`src/rtl/pipe_pkg.sv`:
```
// Shared definitions for the pipeline-stage registers between IF/ID, ID/EX,
// EX/MEM and MEM/WB.
package pipe_pkg;

    // Stage fill level; the encoding doubles as the occupancy count.
    typedef enum logic [1:0] {
        ST_EMPTY = 2'd0,
        ST_ONE   = 2'd1,
        ST_FULL  = 2'd2
    } stage_state_t;

    localparam logic [31:0] NOP_INSTR = 32'h0000_0000;
    localparam int          IF_ID_W   = 64;

    // Number of entries held in a given state.
    function automatic logic [1:0] occ_of(stage_state_t st);
        return st;
    endfunction

endpackage

```
`src/rtl/pipe_stage_skid_if.sv`:
```
// Valid/ready handshake bundle for one pipeline stage: the upstream side,
// the downstream side and the fill-level status.
interface pipe_stage_skid_if #(
    parameter int DATA_W = 64
);
    logic              in_valid;
    logic              in_ready;
    logic [DATA_W-1:0] in_data;
    logic              out_valid;
    logic              out_ready;
    logic [DATA_W-1:0] out_data;
    logic [1:0]        occupancy;

    // The stage itself.
    modport slave (
        input  in_valid, in_data, out_ready,
        output in_ready, out_valid, out_data, occupancy
    );

    // Whatever drives and drains the stage.
    modport master (
        output in_valid, in_data, out_ready,
        input  in_ready, out_valid, out_data, occupancy
    );
endinterface

```
`src/rtl/pipe_data_reg.sv`:
```
// Payload register with load enable and synchronous clear to the bubble value.
module pipe_data_reg #(
    parameter int              DATA_W     = 64,
    parameter logic [DATA_W-1:0] BUBBLE_VAL = {DATA_W{1'b0}}
) (
    input  logic              Clk,
    input  logic              clr,
    input  logic              load,
    input  logic [DATA_W-1:0] d,
    output logic [DATA_W-1:0] q
);

    // Clear wins over load so a flush can never leave stale payload behind.
    // NOTE: non-blocking (<=) in clocked logic so every flop samples pre-edge values.
    // NOTE: the payload is cleared on reset (not left X) because out_data must read BUBBLE_VAL whenever the stage is empty.
    always_ff @(posedge Clk) begin
        if (clr)
            q <= BUBBLE_VAL;
        else if (load)
            q <= d;
    end

endmodule

```
`src/rtl/pipe_stage_skid.sv`:
```
// Pipeline stage register with valid/ready handshake, stall, flush and an
// optional second (skid) entry that lets in_ready come straight from a flop.
module pipe_stage_skid
    import pipe_pkg::*;
#(
    parameter int                DATA_W     = IF_ID_W,
    parameter logic [DATA_W-1:0] BUBBLE_VAL = {DATA_W{1'b0}},
    parameter bit                SKID       = 1'b1
) (
    input  logic               Clk,
    input  logic               Reset,
    input  logic               Flush,
    pipe_stage_skid_if.slave   bus
);

    stage_state_t      state, state_n;
    logic              in_ready_w, out_valid_w;
    logic              ix, ox;
    logic              main_load, main_clr, main_sel_skid;
    logic              skid_load, skid_clr;
    logic [DATA_W-1:0] main_d, main_q, skid_q;

    assign out_valid_w = (state != ST_EMPTY);
    assign ix          = bus.in_valid && in_ready_w;
    assign ox          = out_valid_w && bus.out_ready;

    // State register; Reset dominates everything else.
    always_ff @(posedge Clk) begin
        if (Reset)
            state <= ST_EMPTY;
        else
            state <= state_n;
    end

    // Next state and register controls; Reset/Flush drop every held entry.
    // NOTE: every output gets a default first so no path leaves a latch.
    always_comb begin
        state_n       = state;
        main_load     = 1'b0;
        main_clr      = 1'b0;
        main_sel_skid = 1'b0;
        skid_load     = 1'b0;
        skid_clr      = 1'b0;
        if (Reset || Flush) begin
            state_n  = ST_EMPTY;
            main_clr = 1'b1;
            skid_clr = 1'b1;
        end else begin
            case (state)
                ST_EMPTY: begin
                    if (ix) begin
                        state_n   = ST_ONE;
                        main_load = 1'b1;
                    end
                end
                ST_ONE: begin
                    if (ix && ox) begin
                        main_load = 1'b1;
                    end else if (ix) begin
                        state_n   = ST_FULL;
                        skid_load = 1'b1;
                    end else if (ox) begin
                        state_n  = ST_EMPTY;
                        main_clr = 1'b1;
                    end
                end
                ST_FULL: begin
                    if (ox) begin
                        state_n       = ST_ONE;
                        main_load     = 1'b1;
                        main_sel_skid = 1'b1;
                        skid_clr      = 1'b1;
                    end
                end
                default: begin
                    state_n  = ST_EMPTY;
                    main_clr = 1'b1;
                    skid_clr = 1'b1;
                end
            endcase
        end
    end

    assign main_d = main_sel_skid ? skid_q : bus.in_data;

    pipe_data_reg #(.DATA_W(DATA_W), .BUBBLE_VAL(BUBBLE_VAL)) u_main (
        .Clk  (Clk),
        .clr  (main_clr),
        .load (main_load),
        .d    (main_d),
        .q    (main_q)
    );

    if (SKID) begin : g_skid
        logic in_ready_q;

        // Registered ready: accept unless the next state holds two entries.
        always_ff @(posedge Clk) begin
            if (Reset)
                in_ready_q <= 1'b1;
            else
                in_ready_q <= (state_n != ST_FULL);
        end

        assign in_ready_w = in_ready_q;

        pipe_data_reg #(.DATA_W(DATA_W), .BUBBLE_VAL(BUBBLE_VAL)) u_skid (
            .Clk  (Clk),
            .clr  (skid_clr),
            .load (skid_load),
            .d    (bus.in_data),
            .q    (skid_q)
        );
    end else begin : g_noskid
        logic unused_skid_ctl;

        // Single-entry stage: can take data if empty or draining this cycle.
        assign in_ready_w      = !out_valid_w || bus.out_ready;
        assign skid_q          = BUBBLE_VAL;
        assign unused_skid_ctl = skid_load | skid_clr;
    end

    assign bus.in_ready  = in_ready_w;
    assign bus.out_valid = out_valid_w;
    assign bus.out_data  = main_q;
    assign bus.occupancy = occ_of(state);

endmodule

```
`src/flat_wrapper.sv`:
```
// flat-port wrapper written by rule: the top's interface ports become plain ports
module pipe_stage_skid_flat import pipe_pkg::*;
#(
    parameter int                DATA_W     = IF_ID_W,
    parameter logic [DATA_W-1:0] BUBBLE_VAL = {DATA_W{1'b0}},
    parameter bit                SKID       = 1'b1
)
  (Clk, Reset, Flush, bus_in_valid, bus_in_data, bus_out_ready, bus_in_ready, bus_out_valid, bus_out_data, bus_occupancy);
  pipe_stage_skid_if #(.DATA_W(DATA_W)) bus_i ();
  input  logic Clk;
  input  logic Reset;
  input  logic Flush;
  input wire logic [$bits(bus_i.in_valid)-1:0] bus_in_valid;
  input wire logic [$bits(bus_i.in_data)-1:0] bus_in_data;
  input wire logic [$bits(bus_i.out_ready)-1:0] bus_out_ready;
  output wire logic [$bits(bus_i.in_ready)-1:0] bus_in_ready;
  output wire logic [$bits(bus_i.out_valid)-1:0] bus_out_valid;
  output wire logic [$bits(bus_i.out_data)-1:0] bus_out_data;
  output wire logic [$bits(bus_i.occupancy)-1:0] bus_occupancy;
  assign bus_i.in_valid = bus_in_valid;
  assign bus_i.in_data = bus_in_data;
  assign bus_i.out_ready = bus_out_ready;
  assign bus_in_ready = bus_i.in_ready;
  assign bus_out_valid = bus_i.out_valid;
  assign bus_out_data = bus_i.out_data;
  assign bus_occupancy = bus_i.occupancy;
  pipe_stage_skid #(.DATA_W(DATA_W), .BUBBLE_VAL(BUBBLE_VAL), .SKID(SKID)) u_core (.Clk(Clk), .Reset(Reset), .Flush(Flush), .bus(bus_i));
endmodule
```
`config.mk`:
```
export PLATFORM = sky130hd
export DESIGN_NAME = pipe_stage_skid_flat
export DESIGN_NICKNAME = d
export VERILOG_FILES = /design/src/rtl/pipe_pkg.sv /design/src/rtl/pipe_stage_skid_if.sv /design/src/rtl/pipe_data_reg.sv /design/src/rtl/pipe_stage_skid.sv /design/src/flat_wrapper.sv
export SDC_FILE = /design/constraint.sdc
export NUM_CORES = 1
export LEC_CHECK = 0
export BUFFER_PORTS_ARGS = -buffer_cell sky130_fd_sc_hd__buf_2
export CORE_MARGIN = 2
export CORE_UTILIZATION = 30
export CTS_CLUSTER_SIZE = 10
export DETAILED_ROUTE_END_ITERATION = 16
export PLACE_DENSITY = 0.63
export SYNTH_ARGS = -nofsm -noshare
export SYNTH_HDL_FRONTEND = slang
export SYNTH_SLANG_ARGS = --single-unit
export TNS_END_PERCENT = 20
```
`constraint.sdc`:
```
create_clock -name Clk -period 1.6 [get_ports Clk]
set_clock_uncertainty 0.1 [all_clocks]
set_input_delay 0.24 -clock Clk [delete_from_list [all_inputs] [get_ports Clk]]
set_output_delay 0.24 -clock Clk [all_outputs]
set_load 0.01 [all_outputs]
```
**Yosys cells after proc, flatten, opt, wreduce, memory -nomap -nowiden**

Cells that the tools add are included.

- Bits of input ports: 69
- Register bits: 131
- Word-level logic and storage cells: 39

- Reductions and logical operators: 8
- Eq/ne operators: 3
- Muxes and demuxes: 24

Operators with widths:

| operator | number |
|---|---|
| 2-to-1 mux 64 bit | 1 |
| 2-to-1 mux 1 bit | 13 |
| 2-to-1 mux 2 bit | 6 |
| one-hot mux 2 bit (3 select lines) | 1 |
| one-hot mux 1 bit (2 select lines) | 2 |
| OR reduction 2 bit | 2 |
| logical AND 1 bit | 3 |
| one-hot mux 1 bit (3 select lines) | 1 |
| equality test 2 x 1 -> 1 bit (second input constant) | 1 |
| equality test 2 bit (second input constant) | 1 |
| zero test 2 bit | 1 |
| inequality test 2 bit (second input constant) | 1 |
| nonzero test 2 bit | 1 |
| logical OR 1 bit | 1 |

**Logic depth before layout (Yosys ltp)**

- Depth after elaboration: 8
- Mapped depth: 6

**By module**

A second synthesis with hierarchy kept.

- Cells, all modules: 509
- Area total of the unflattened synthesis: 5592.9 µm²

Modules (own cells, without submodules):

| module | sequential area each (µm²) | area an instance (µm²) | instances | cells each |
|---|---|---|---|---|
| pipe_data_reg | 1281.2 | 2290.9 | 2 | 206 |
| pipe_stage_skid | 60.1 | 1011.0 | 1 | 97 |

**Worst setup path after synthesis**

No wires, ideal clock.

- Path type: reg-to-reg
- Start: reg u_core.state[0], in the netlist u_core.bus.occupancy[0]
- End: reg u_core.g_skid.u_skid.q[0]
- Cell stages (with the launch flop): 7
- Path buffers: 2
- Arrival: 1.380 ns
- Setup time: 0.128 ns
- Slack: -0.008 ns
- Path through: dfxtp_1 > nand2b_1 > nor4_2 > buf_6 > buf_12 > mux2i_1 > nor2_1

- Longest elaborated chain between the ends: 6
- Elaborated cells on any way between the ends: 13
- Those cells by class: eq/ne: 2; mux: 6; reduce/logical: 5

RTL lines:

| item | line | RTL |
|---|---|---|
| start, declared | pipe_stage_skid.sv:16 | `stage_state_t state, state_n;` |
| start signal, assigned | pipe_stage_skid.sv:32 | `state <= state_n;` |
| nonzero test 2 bit | pipe_stage_skid.sv:23 | `assign out_valid_w = (state != ST_EMPTY);` |
| logical AND 1 bit | pipe_stage_skid.sv:25 | `assign ox = out_valid_w && bus.out_ready;` |
| logical AND 1 bit | pipe_stage_skid.sv:57 | `if (ix && ox) begin` |
| 2-to-1 mux 1 bit | pipe_stage_skid.sv:57 |  |
| 2-to-1 mux 1 bit | pipe_stage_skid.sv:49 | `case (state)` |
| 2-to-1 mux 1 bit | pipe_stage_skid.sv:44 | `if (Reset \|\| Flush) begin` |
| end signal, assigned | pipe_data_reg.sv:18 | `q <= BUBBLE_VAL;` |
| end signal, assigned | pipe_data_reg.sv:20 | `q <= d;` |
| end, declared | pipe_data_reg.sv:10 | `output logic [DATA_W-1:0] q` |

Parallel ways exist; a longest one is shown, timed or not.
A chain may end at the register's enable or synchronous reset.

**Worst setup path after layout**

- Start: reg u_core.state[0], in the netlist u_core.bus.occupancy[0]
- End: reg u_core.g_skid.u_skid.q[2]

The elaborated chain is that of the path after synthesis.

==> reports/results.ini <==
[outcome]
outcome = finished clean

[placed_design]
gp_congestion = 0.7378
dp.final_hpwl_um = 8388
placed_area_um2 = 6206
port_buffers = 136
pre_cts_ws_ns = -0.2334
numPlacedInstances = 865

[die]
chipWidth_um = 133.5
start_util_pct = 30.54
die_area_um2 = 17810
io-pin-count = 137
std_cell_rows = 47
floorplan.die.height_um = 133.5
placeableCoreArea_um2 = 16470

[finish]
design_area_um2 = 7451
post_route_cells_drive_above_1_share_pct = 30.68
fin_nets = 796
layout_area_overhead_pct = 48.17
antenna_cells = 0
mostFrequentLayoutCell = buf_2
final.fill_count = 1577
non_filler_cells_in_the_finished_layout = 960
most-common-layout-cells = 136 x buf_2, 129 x dfxtp_1, 66 x nor2_1

[sta]
fin_crit_ns = 1.597
hold_viol = 0
setup_viol_count_final = 0
worst_pin_slew_ns = 0.4197
headroom_to_the_max_slew_limit_pct = 71.92
slew_violations = 0
top_achievable_clock_speed_mhz = 626.3
finalCritPeriodShare_pct = 99.79
grt_setup_unrepaired = yes
setup_ws_ns = 0.003434

[clocking]
tritoncts.num_buffers = 17
cts.htree.levels = 4
worst_skew_pair.late_latency_ns = 0.41
clock_sink_count = 131
clock_path_buffers = 2
tritoncts = done
clk_root_buffer_cell = clkbuf_16
clkSlewWorstSetupHoldPaths_ns = 0.06

[critical_path]
timing.setup.critical_path_class = register to register
reg2reg_setup_slack_ns = 0.003
slowest_stage = dfxtp_4
cp.arrival_ns = 1.79
critPathMaxFanout = 6
regToRegEndpoint = u_core.g_skid.u_skid.q[2]
timing.critical_path.buf_inv = 2
startpoint_of_the_worst_setup_timing_path = u_core.bus.occupancy[0]
end_kind = register
ff2ff_path_depth = 6
critical_path.max_stage_delay_ns = 0.37
rr_startpoint = u_core.bus.occupancy[0]
critical_path_required_ns = 1.79
worst_setup_path_start_kind = register
worstSetupPathDepth = 6
crit_chain = nand2b_4 -> nor4_4 -> buf_6 -> buf_4 -> mux2i_1 -> nor2_1
path_delay_family = simple AND/OR/NAND/NOR gates
setup.worst_path.end = u_core.g_skid.u_skid.q[2]

[job]
drv_cap = 0

[logic_synthesis]
synthDistinctLibCells = 25
post_synthesis_register_bit_count = 131
syn_area_um2 = 5029
average_cell_area_after_synthesis_um2 = 9.841
synth.net_count = 580
synth.yosys.seq_area_share_pct = 52.15
synth.yosys.warnings = 0
postSynthCellCount = 511

[power_and_ir_drop]
clock_group_share_of_total_power_pct = 46.4
p_leak_uw = 0.003041
power_density_nw_per_um2 = 1044
power_switching_uw = 1849
vdd_drop_max_v = 0.0007332
sw_frac_of_total_pct = 23.77
comb_power_share_pct = 9.9
internal_power_uw = 5929
power_frac_seq_pct = 43.7

[global_route]
antenna_found_initial = 0
grt_pass1_wl_um = 21620
grt_pass1_vias = 4336
groute.usage.overall_pct = 15.18
grt_start_max_net_pins = 36
global_route.overflow_total = 0

[routing]
drt-vias-per-instance = 4.623
dr_wl_cell_um = 13.69
drc = 0
vias = 4438
detail-route-antenna-nets = 0
drt-total-wl_um = 13140
drtPass1Iterations = 4
initialDrtViolationCount = 177

[min_path]
hold_path_class = primary input to register

state kept, by name, summed over array words and instances (netlist names):
register,count
u_core.bus.in_ready,1
u_core.u_main.q,64
u_core.g_skid.u_skid.q,64
u_core.bus.occupancy,2
cell families (layout without fill, tap and decap cells):
| family | count (synthesis) | in the layout | synth area share (%) |
|---|---|---|---|
| AO/OA/AOI/OAI | 69 | 69 | 8.733 |
| XOR/XNOR | 1 | 1 | 0.1742 |
| buffers and inverters | 40 | 269 | 5.250 |
| flip-flops | 131 | 131 | 52.15 |
| multiplexers | 65 | 65 | 12.94 |
| AND/OR/NAND/NOR | 205 | 205 | 20.75 |
how the worst min path moves through the flow:
stage | startpoint | endpoint | depth (start not counted)
detailed placement | u_core.g_skid.u_skid.q[58] | u_core.g_skid.u_skid.q[58] | 2
global placement | u_core.g_skid.u_skid.q[61] | u_core.g_skid.u_skid.q[61] | 2
global route | bus_in_data[56] | u_core.g_skid.u_skid.q[56] | 3
floorplan | bus_out_ready | u_core.bus.in_ready | 1
CTS | bus_in_data[29] | u_core.g_skid.u_skid.q[29] | 3
finish | bus_in_data[56] | u_core.g_skid.u_skid.q[56] | 3
Yosys cell counts:
master | n | area (um^2)
nor2b_1 | 64 | 400.4
or3_2 | 1 | 7.510
buf_12 | 6 | 120.1
nand2b_1 | 1 | 6.260
o21ai_0 | 1 | 5.000
mux2i_1 | 65 | 650.6
a21oi_1 | 1 | 5.000
or2_1 | 1 | 6.260
and3b_1 | 2 | 17.52
nor4_2 | 1 | 12.51
buf_6 | 1 | 11.26
xnor2_1 | 1 | 8.760
nor2_1 | 66 | 247.7
nand2_1 | 4 | 15.01
a41oi_2 | 1 | 16.27
nand3_2 | 1 | 10.01
dfxtp_1 | 131 | 2623
o21ai_1 | 1 | 5.000
clkbuf_1 | 18 | 67.56
buf_1 | 5 | 18.77
buf_2 | 7 | 35.03
nor3_1 | 64 | 320.3
o22ai_1 | 64 | 400.4
inv_1 | 3 | 11.26
o21a_1 | 1 | 7.510
what timing repair did:
action                                 4_1_cts  5_1_grt
setup endpoints to repair                   81       92
setup buffers                                0        3
hold buffers                                60        0
pin swaps                                    0        6
gates resized for setup                      3       21
endpoints found under the hold margin       60        0
worst reg2reg max path, cell delays in order (launching register included):
cell      delay, ns
dfxtp_4        0.37
nand2b_4       0.08
nor4_4         0.30
buf_6          0.20
buf_4          0.17
mux2i_1        0.21
nor2_1         0.05
per-layer routing:
metal  track usage, %  vias up  wire (um)
met1            19.73     2056       6260
met4            5.083        0        180
met2            24.48      126       6063
met5                0        -          0
li1                 -     2245          -
met3            4.110       11        633
layout make-up:
class | count | area [um^2] | share of cell area, %
Multi-Input combinational cell | 340 | 2217 | 29.76
Sequential cell | 131 | 2628 | 35.26
Inverter | 3 | 11.26 | 0.1511
Timing Repair Buffer | 234 | 1764 | 23.68
Clock inverter | 13 | 112.6 | 1.511
Tap cell | 220 | 275.3 | 3.694
Clock buffer | 19 | 442.9 | 5.945
stage by stage:
stage | power, uW | setup TNS [ns] | utilization (%) | hold WS [ns]
after floorplan | 3782 | -0.8775 | - | 0.2646
after global placement | 4113 | -10.94 | 37.69 | 0.3737
after detailed placement | 4112 | -13.67 | 37.69 | 0.3829
after CTS | 7894 | 0 | 44.74 | 0.002757
after global routing | 8134 | -1.339 | 45.25 | 0.01723
final | 7779 | 0 | 45.25 | 0.01322
power groups by stage:
stage	registers [uW]	clock network [uW]	logic (uW)
global route	3410	3890	836
finish	3400	3610	772
floorplan	3510	0	273
global placement	3470	0	646
detailed placement	3470	0	645
CTS	3400	3740	761
Power figures use the tool's default switching activity.
